**config.mk**
```make
export PLATFORM = sky130hd
export DESIGN_NAME = window_sweeper
export DESIGN_NICKNAME = d
export VERILOG_FILES = /design/src/rtl/window_sweeper_pkg.sv /design/src/rtl/window_sweeper_stride_counter.sv /design/src/rtl/window_sweeper.sv
export SDC_FILE = /design/constraint.sdc
export NUM_CORES = 1
export LEC_CHECK = 0
export ABC_AREA = 0
export CORE_ASPECT_RATIO = 0.5
export CORE_UTILIZATION = 54
export DETAILED_ROUTE_END_ITERATION = 7
export PLACE_DENSITY = 0.84
export SYNTH_ARGS = -nofsm -noshare
export SYNTH_HDL_FRONTEND = slang
export SYNTH_SLANG_ARGS = --single-unit
```
**constraint.sdc**
```tcl
create_clock -name clk -period 4.2 [get_ports clk]
set_input_delay 0.42 -clock clk [delete_from_list [all_inputs] [get_ports clk]]
set_output_delay 0.42 -clock clk [all_outputs]
set_load 0.005 [all_outputs]
```
**src/rtl/window_sweeper_pkg.sv**
```systemverilog
// Shared types, geometry constants and descriptor normalisation for the
// sliding-window coordinate generator.
package window_sweeper_pkg;

  localparam int IMG_WIDTH  = 41;
  localparam int IMG_HEIGHT = 50;
  localparam int MAX_SWEEP  = 24;
  localparam int MAX_STRIDE = 4;

  localparam int W_X = $clog2(IMG_WIDTH);
  localparam int W_Y = $clog2(IMG_HEIGHT);
  localparam int W_S = $clog2(MAX_SWEEP + 1);
  localparam int W_T = $clog2(MAX_STRIDE + 1);

  typedef enum logic [0:0] {
    IDLE  = 1'b0,
    SWEEP = 1'b1
  } state_t;

  typedef struct packed {
    logic [W_X-1:0] x_start;
    logic [W_Y-1:0] y_start;
    logic [W_S-1:0] sweep_x;
    logic [W_S-1:0] sweep_y;
    logic [W_T-1:0] stride_x;
    logic [W_T-1:0] stride_y;
  } sweep_cfg_t;

  // A zero stride would never advance, so it behaves as a unit step;
  // extents beyond the supported window span are limited to it.
  function automatic sweep_cfg_t normalise_cfg(input sweep_cfg_t raw);
    sweep_cfg_t c;
    c = raw;
    if (raw.stride_x == '0) c.stride_x = W_T'(1);
    else                    c.stride_x = raw.stride_x;
    if (raw.stride_y == '0) c.stride_y = W_T'(1);
    else                    c.stride_y = raw.stride_y;
    if (raw.sweep_x > W_S'(MAX_SWEEP)) c.sweep_x = W_S'(MAX_SWEEP);
    else                               c.sweep_x = raw.sweep_x;
    if (raw.sweep_y > W_S'(MAX_SWEEP)) c.sweep_y = W_S'(MAX_SWEEP);
    else                               c.sweep_y = raw.sweep_y;
    return c;
  endfunction

endpackage

```
**src/rtl/window_sweeper_stride_counter.sv**
```systemverilog
// One sweep axis: holds the axis start, extent and stride, walks an offset
// from zero in stride steps and flags when the next step leaves either the
// sweep extent or the image.
module stride_counter #(
  parameter int W_V   = 6,   // coordinate width
  parameter int W_O   = 5,   // offset / extent width
  parameter int W_D   = 3,   // stride width
  parameter int BOUND = 40   // largest legal coordinate on this axis
) (
  input  logic           clk,
  input  logic           rst,
  input  logic           load,
  input  logic           step,
  input  logic [W_V-1:0] load_start,
  input  logic [W_O-1:0] load_extent,
  input  logic [W_D-1:0] load_stride,
  output logic [W_V-1:0] value,
  output logic           wrap,
  output logic           empty
);

  // Wide enough that start + (offset + stride) can never wrap.
  localparam int W_E = ((W_V > W_O) ? W_V : W_O) + 2;
  localparam logic [W_E-1:0] BOUND_E = W_E'(BOUND);

  logic [W_V-1:0] start;
  logic [W_O-1:0] extent;
  logic [W_D-1:0] stride;
  logic [W_O-1:0] offset;
  logic [W_O:0]   offset_next;
  logic [W_E-1:0] pos_next;
  logic [W_E-1:0] pos_now;

  assign offset_next = {1'b0, offset} + (W_O + 1)'(stride);
  assign pos_next    = W_E'(start) + W_E'(offset_next);
  assign pos_now     = W_E'(start) + W_E'(offset);
  assign value       = pos_now[W_V-1:0];

  // The step after this one is out of the sweep or off the image edge.
  assign wrap  = (offset_next >= {1'b0, extent}) || (pos_next > BOUND_E);

  // Judged on the incoming descriptor so the sweep can be skipped at load.
  assign empty = (load_extent == '0) || (W_E'(load_start) > BOUND_E);

  // Capture axis setup on load; otherwise advance or wrap the offset.
  always_ff @(posedge clk or negedge rst) begin
    if (!rst) begin
      start  <= '0;
      extent <= '0;
      stride <= '0;
      offset <= '0;
    end else if (load) begin
      start  <= load_start;
      extent <= load_extent;
      stride <= load_stride;
      offset <= '0;
    end else if (step) begin
      if (wrap) offset <= '0;
      else      offset <= offset_next[W_O-1:0];
    end
  end

endmodule

```
**src/rtl/window_sweeper.sv**
```systemverilog
// Sliding-window coordinate generator: takes one sweep descriptor and emits
// the raster of window origins with row/frame markers and a done pulse.
module window_sweeper
  import window_sweeper_pkg::*;
(
  input  logic           clk,
  input  logic           rst,
  input  logic           cfg_valid,
  output logic           cfg_ready,
  input  logic [W_X-1:0] cfg_x_start,
  input  logic [W_Y-1:0] cfg_y_start,
  input  logic [W_S-1:0] cfg_sweep_x,
  input  logic [W_S-1:0] cfg_sweep_y,
  input  logic [W_T-1:0] cfg_stride_x,
  input  logic [W_T-1:0] cfg_stride_y,
  input  logic           abort,
  output logic           addr_valid,
  input  logic           addr_ready,
  output logic [W_X-1:0] x,
  output logic [W_Y-1:0] y,
  output logic           row_last,
  output logic           last,
  output logic           busy,
  output logic           done
);

  state_t     state;
  state_t     state_next;
  logic       done_next;
  logic       load;
  logic       handshake;
  logic       x_wrap;
  logic       y_wrap;
  logic       x_empty;
  logic       y_empty;
  logic       cfg_empty;
  logic       sweep_end;
  sweep_cfg_t cfg_raw;
  sweep_cfg_t cfg_norm;

  assign cfg_raw = '{x_start:  cfg_x_start,
                     y_start:  cfg_y_start,
                     sweep_x:  cfg_sweep_x,
                     sweep_y:  cfg_sweep_y,
                     stride_x: cfg_stride_x,
                     stride_y: cfg_stride_y};
  assign cfg_norm = normalise_cfg(cfg_raw);

  assign cfg_ready  = (state == IDLE);
  assign busy       = (state != IDLE);
  assign addr_valid = (state == SWEEP);
  assign handshake  = addr_valid & addr_ready;
  assign cfg_empty  = x_empty | y_empty;
  assign sweep_end  = x_wrap & y_wrap;
  assign row_last   = addr_valid & x_wrap;
  assign last       = addr_valid & sweep_end;

  stride_counter #(
    .W_V   (W_X),
    .W_O   (W_S),
    .W_D   (W_T),
    .BOUND (IMG_WIDTH - 1)
  ) u_x_axis (
    .clk         (clk),
    .rst         (rst),
    .load        (load),
    .step        (handshake),
    .load_start  (cfg_norm.x_start),
    .load_extent (cfg_norm.sweep_x),
    .load_stride (cfg_norm.stride_x),
    .value       (x),
    .wrap        (x_wrap),
    .empty       (x_empty)
  );

  // The row axis only advances when the column axis wraps.
  stride_counter #(
    .W_V   (W_Y),
    .W_O   (W_S),
    .W_D   (W_T),
    .BOUND (IMG_HEIGHT - 1)
  ) u_y_axis (
    .clk         (clk),
    .rst         (rst),
    .load        (load),
    .step        (handshake & x_wrap),
    .load_start  (cfg_norm.y_start),
    .load_extent (cfg_norm.sweep_y),
    .load_stride (cfg_norm.stride_y),
    .value       (y),
    .wrap        (y_wrap),
    .empty       (y_empty)
  );

  // Next-state and done decision; abort beats a final handshake.
  always_comb begin
    state_next = state;
    done_next  = 1'b0;
    load       = 1'b0;
    case (state)
      IDLE: begin
        if (cfg_valid) begin
          load = 1'b1;
          if (cfg_empty) begin
            done_next = 1'b1;
          end else begin
            state_next = SWEEP;
          end
        end else begin
          state_next = IDLE;
        end
      end
      SWEEP: begin
        if (abort) begin
          state_next = IDLE;
        end else if (handshake && sweep_end) begin
          state_next = IDLE;
          done_next  = 1'b1;
        end else begin
          state_next = SWEEP;
        end
      end
      default: begin
        state_next = IDLE;
      end
    endcase
  end

  // State and completion-pulse registers.
  always_ff @(posedge clk or negedge rst) begin
    if (!rst) begin
      state <= IDLE;
      done  <= 1'b0;
    end else begin
      state <= state_next;
      done  <= done_next;
    end
  end

endmodule

```
==> reports/metrics.cfg, run 1 <==
[status]
outcome = finished, final reports clean

[global_route]
gr-usage-all-layers_pct = 27.3
antenna_found_initial = 0
grt_pass1_wl_um = 12100
grt_max_degree = 41
grt-ovfl-total = 0
grt_pass1_vias = 2653

[placement]
io_buffers = 50
placed_area_um2 = 3620
dp_slack_ns = 0.0925
hpwl_um = 5720
place.gp.congestion = 0.802

[clock_tree]
clock_tree.buffer_depth = 2
clock_sinks = 40
cts_root_buf = clkbuf_16
numCtsBuffers = 5
clock_latency_ns = 0.29
tritoncts = built
htree_num_levels = 2
clkSlewWorstSetupHoldPaths_ns = 0.06

[logic_synthesis]
yosys.area_share.adder_pct = 19.5
synth_edf_count = 0
ys_seq_area_share_pct = 32.8
synth-xor-area-share_pct = 4.59
async_flop_share_pct = 100
yosysTopAreaCellShare_pct = 32.8
synth_mux_area_share_pct = 0.492
netlist_instances = 334
synth_seq_cells = 40
syn_nets = 411
yosys-top-cells-area = dfrtp_1 33%, ha_1 16%, nand2_1 7.5%
avgSynthCellArea_um2 = 9.14
yosys_warnings = 0
netlist_area_um2 = 3050
synth_ff_type = dfrtp_1
synth_top_family_by_area = compound AO/OA/AOI/OAI gates
synthSimpleGateAreaFrac_pct = 15.0
synth_cell_types = 51
synth.largest_area_cell = dfrtp_1
synth-compound-area-share_pct = 22.7

[timing]
drv_slew = 0
period_needed_ns = 4.10
tightest_slew_ns = 0.891
fmax_mhz = 244
slew_headroom_pct = 40.6
setup_viol = 0
holdWs_ns = 0.256
hold_violations = 0
post-route-period-util_pct = 97.7
timing.final.ws_setup_ns = 0.0959
clock-skew-final_ns = 0.00579

[layout]
multiInputGateArea_um2 = 1990
area_growth_pct = 31.1
fin_nets = 478
final_area_um2 = 4000
final-seq-area_um2 = 1000
drive_above_1_share_pct = 13.4
antenna_cells = 0
fillers = 351
post-route-util_pct = 77.3

[routing]
viasPerCell = 5.80
drt_iter0_markers = 154
finalWirelength_um = 7780
remaining_drc_errors = 0
vias = 2738
wire_per_inst_um = 16.5
antenna_left = 0
dr.pass1.iters = 4

[die]
die_h_um = 55.2
io_pins = 51
initial_core_util_pct = 59.0
dieArea_um2 = 5980
floorplan.rows = 18
coreArea_um2 = 5180
die_x_um = 108

[worst_setup_path]
endpoint_kind = primary output
worstSetupPathType = register to primary output
cp-start-kind = register
cpMostUsedCell = buf_4
required_ns = 3.78
crit_path_top_delay_cell = clkdlybuf4s50_1
cp_cell_sequence = ha_2 > fa_2 > a21o_1 > nand2_1 > xnor2_2 > ha_4 > buf_4 > nor2b_1 > and4_1 > o21ai_0 > nand4_1 > o21ai_2 > buf_4 > nor2_1 > clkdlybuf4s50_1
max_stage_delay_ns = 0.43
arrival_ns = 3.68
critPathTopFamily = adder cells
cp_max_fo = 5
path_buf_inv = 3

[min_path]
min_path_type = primary input to asynchronous set/reset pin

[pwr]
powerDensity_nw_per_um2 = 861
ir_drop_mv = 0.477
cellLeakagePower_nw = 1.98
power_w = 0.00345

[job]
maxCapViolCount = 0

## through the flow
stage,setup TNS [ns],std cells
2_1_floorplan,0,334
3_3_place_gp,0,448
3_5_place_dp,0,448
4_1_cts,0,464
5_1_grt,-0.0402,472
6_report,0,472
## final cells by class
| cell class | count | share of cell area (%) |
|---|---|---|
| Multi-Input combinational cell | 255 | 49.7 |
| Sequential cell | 40 | 25.1 |
| Timing Repair Buffer | 68 | 15.8 |
| Clock buffer | 5 | 3.13 |
| Inverter | 31 | 2.91 |
| Tap cell | 70 | 2.19 |
| Clock inverter | 3 | 1.16 |
## worst reg2reg max path, stage by stage (launching register included)
cell	delay, ns
dfrtp_1	0.40
ha_2	0.22
fa_2	0.42
a21o_1	0.17
nand2_1	0.10
xnor2_2	0.16
ha_4	0.25
buf_4	0.15
nor2b_1	0.13
and4_1	0.20
o21ai_0	0.19
nand4_1	0.19
buf_4	0.20
o2111ai_4	0.33
mux2_4	0.35
a2111oi_4	0.26
## layer usage
metal  part of all wire (%)  GRT usage [%]  vias up
met5                      0              0        -
met2                     50           52.8       76
li1                       -              -     1317
met3                    5.1           4.68       18
met4                    2.3           12.4        0
met1                     42           31.0     1327
## sequential cells by signal, indices dropped and copies added, names as in the netlist
register         count
done                 1
addr_valid           1
u_x_axis.stride      3
u_x_axis.offset      5
u_y_axis.extent      5
u_x_axis.extent      5
u_y_axis.start       6
u_y_axis.offset      5
u_x_axis.start       6
u_y_axis.stride      3
## cell families (layout without fill, tap and decap cells)
group                    after synthesis  after routing
AND/OR/NAND/NOR                      103            103
AO/OA/AOI/OAI                         91             91
adder cells (fa/ha/maj)               44             44
flip-flops                            40             40
buffers and inverters                 39            107
XOR/XNOR                              16             16
multiplexers                           1              1
## Yosys cell counts, types with 4 or more instances
library cell / n
nand2_1: 61
dfrtp_1: 40
a22o_1: 8
o21ai_0: 18
a21o_1: 11
xor2_1: 5
ha_1: 38
a32o_1: 4
clkbuf_1: 5
fa_1: 6
xnor2_1: 11
nor2_1: 16
nor3_1: 6
a21oi_1: 22
inv_1: 31
## placed cells by master, fill, tap and decap left out, types with 6 or more instances in the layout
master,count
nand2_1,61
o21ai_0,18
a22o_1,8
a21o_1,11
nor2_1,16
ha_1,34
buf_4,18
dfrtp_1,38
a21oi_1,20
clkdlybuf4s50_1,48
xnor2_1,9
nor3_1,6
inv_1,31
## final timing paths
kind / startpoint / endpoint / slack, ns / cells after the start
worst max-delay path: u_x_axis.offset[0] / row_last / 0.1 / 15
worst min-delay path: rst / u_y_axis.start[0] / 0.26 / 1
worst max register to register: u_x_axis.offset[0] / u_y_axis.offset[3] / 0.39 / 15
worst min register to register: u_y_axis.stride[2] / u_y_axis.stride[2] / 0.50 / 2
max in group asynchronous: rst / u_x_axis.offset[1] / 3.33 / 1
min in group clk: u_y_axis.stride[2] / u_y_axis.stride[2] / 0.50 / 2
## power breakdown
part | switching, W | internal [W] | total (W)
clock | 0.000163 | 0.000282 | 0.000445
combinational | 0.00116 | 0.00118 | 0.00233
sequential | 0.000141 | 0.000528 | 0.000669
total | 0.00146 | 0.00199 | 0.00345
## repair_timing
| item | 4_1_cts | 5_1_grt |
|---|---|---|
| pin swaps | 8 | 11 |
| cloned | 0 | 0 |
| resized for setup | 8 | 11 |
| setup buffers | 8 | 8 |
| endpoints found under the setup margin | 2 | 2 |
| endpoints found under the hold margin | 0 | 0 |
| hold buffers | 0 | 0 |
No activity file was read; power rests on OpenSTA's default activity.
==> inputs of run 2 (changes only) <==
CORE_ASPECT_RATIO = 0.9   (was 0.5)
==> reports/metrics.cfg, run 2 (synthesized netlist as in run 1, its figures left out) <==
[status]
outcome = finished, final reports clean

[timing]
hold_violations = 0
setup_tns_ns = 0
setup_viol = 0
period_needed_ns = 4.04
clock-skew-final_ns = 0.00629
slew_headroom_pct = 39.4
post-route-period-util_pct = 96.3
drv_slew = 0
tightest_slew_ns = 0.910
fmax_mhz = 247
rsz0062_at_grt = yes
timing.final.ws_setup_ns = 0.155

[worst_setup_path]
arrival_ns = 3.62
cp-start-kind = register
r2r_setup_slack_ns = 0.56
endpoint_kind = primary output
crit_path_top_delay_cell = dfrtp_2
max_stage_delay_ns = 0.46
reg2reg_depth = 12
r2r_end = u_y_axis.offset[3]
rr_startpoint = u_x_axis.offset[0]
path_buf_inv = 2
cp_cell_sequence = ha_1 > a21o_1 > a21oi_2 > xnor2_2 > ha_2 > and2_1 > o21ai_1 > nand2_1 > o311a_1 > o21ai_2 > buf_4 > nor2_1 > clkdlybuf4s50_1
required_ns = 3.78
critPathTopFamily = compound AO/OA/AOI/OAI gates
cp.depth = 13
cp_max_fo = 6
worstSetupPathType = register to primary output

[die]
floorplan.rows = 25
dieArea_um2 = 5960
die_x_um = 81.3
io_pins = 51
die_h_um = 73.3
coreArea_um2 = 5350
initial_core_util_pct = 57.1

[pwr]
cellLeakagePower_nw = 1.93
p_sw_w = 0.00143
powerDensity_nw_per_um2 = 827
pwr-share-clk_pct = 9.9
pwr-share-comb_pct = 69.4
power.share.switching_pct = 44.2
ir_drop_mv = 0.459
seqPwrFrac_pct = 20.7
power.internal_w = 0.00180

[job]
maxCapViolCount = 0

[routing]
antenna_left = 0
remaining_drc_errors = 0
drt_iter0_markers = 192
vias = 2734
wire_per_inst_um = 17.2
viasPerCell = 5.89
finalWirelength_um = 7990
dr.pass1.iters = 4

[clock_tree]
clock_latency_ns = 0.30
clock_tree.buffer_depth = 2
tritoncts = built
clkSlewWorstSetupHoldPaths_ns = 0.08
htree_num_levels = 2
cts_root_buf = clkbuf_8
numCtsBuffers = 5
clock_sinks = 40

[global_route]
grt_pass1_vias = 2699
gr-usage-all-layers_pct = 28.8
grt_max_degree = 41
grt-ovfl-total = 0
grt_pass1_wl_um = 12800
antenna_found_initial = 0

[placement]
io_buffers = 50
hpwl_um = 5660
dp_slack_ns = 0.109
dpl.cell_count = 445
place.gp.congestion = 0.831

[min_path]
min_path_type = primary input to asynchronous set/reset pin

[layout]
layout_common_cells = 61 x nand2_1, 48 x clkdlybuf4s50_1, 39 x dfrtp_1, 33 x ha_1, 31 x inv_1
reg_top3 = u_x_axis.start x6, u_y_axis.start x6
layout_commonest_cell = nand2_1
drive_above_1_share_pct = 12.6
area_growth_pct = 28.1
fin_nets = 473
fin_cells = 464
post-route-util_pct = 73.1
antenna_cells = 0

==> run 2: cell types whose count changed in the layout (fill, tap and decap cells not counted), sizes merged <==
cell	change
buf	-5
dlygate4sd2	+1
clkinv	+1
inv	-1
dlymetal6s2s	-1
==> run 2: through the flow <==
stage                     cell area [µm²]  hold slack (ns)  total power [W]
final                                3910            0.249          0.00324
after global routing                 3910            0.315          0.00349
after CTS                            3860            0.269          0.00310
after detailed placement             3620            0.472          0.00258
after global placement               3620            0.471          0.00248
after floorplan                      3050            0.124          0.00195
==> run 2: power groups by stage <==
stage / Sequential [W] / Clock (W) / Combinational, W
5_1_grt: 0.000690 / 0.000342 / 0.00246
3_5_place_dp: 0.000674 / 0 / 0.00191
6_report: 0.000670 / 0.000321 / 0.00224
3_3_place_gp: 0.000669 / 0 / 0.00182
2_1_floorplan: 0.000618 / 0 / 0.00133
4_1_cts: 0.000667 / 0.000321 / 0.00211
==> run 2: timing repair <==
action / in CTS / in global routing
endpoints found under the setup margin: 2 / 2
setup buffers: 9 / 2
pin swaps: 8 / 4
gates resized for setup: 13 / 6
hold buffers: 0 / 0
==> run 2: final cells by class <==
cell class | instances | area (µm²)
repair buffers | 63 | 592
clock inverters | 3 | 42.5
inverters | 31 | 116
multi-input cells | 255 | 2010
flip-flops and latches | 40 | 1000
clock buffers | 5 | 68.8
well taps | 67 | 83.8
fillers | 386 | 1440
==> run 2: worst register-to-register path: cells and delay by family (launching register included) <==
kind                     cells  cell delay (ns)
XOR/XNOR                     1             0.21
AO/OA/AOI/OAI                4             0.93
multiplexers                 1             0.35
AND/OR/NAND/NOR              2             0.45
buffers and inverters        1             0.20
flip-flops                   1             0.40
adder cells (fa/ha/maj)      3             0.99
==> run 2: worst max-delay path by stage <==
stage                     slack [ns]            endpoint               start
final                           0.16            row_last  u_x_axis.offset[1]
after global routing           -0.03            row_last  u_x_axis.offset[0]
after CTS                       0.04            row_last  u_x_axis.offset[0]
after detailed placement        0.11                last  u_x_axis.offset[0]
after global placement          0.23                last  u_x_axis.offset[0]
after floorplan                 0.86  u_y_axis.offset[3]  u_x_axis.offset[0]
==> run 2: per-layer routing <==
metal	up-vias	part of all wire, %	global-route usage, %	wire length, µm
met5	-	0	0	0
met4	0	2.2	9.52	172
met3	18	6.9	4.35	549
met2	112	48	47.9	3820
met1	1302	43	38.2	3450
li1	1302	-	-	-
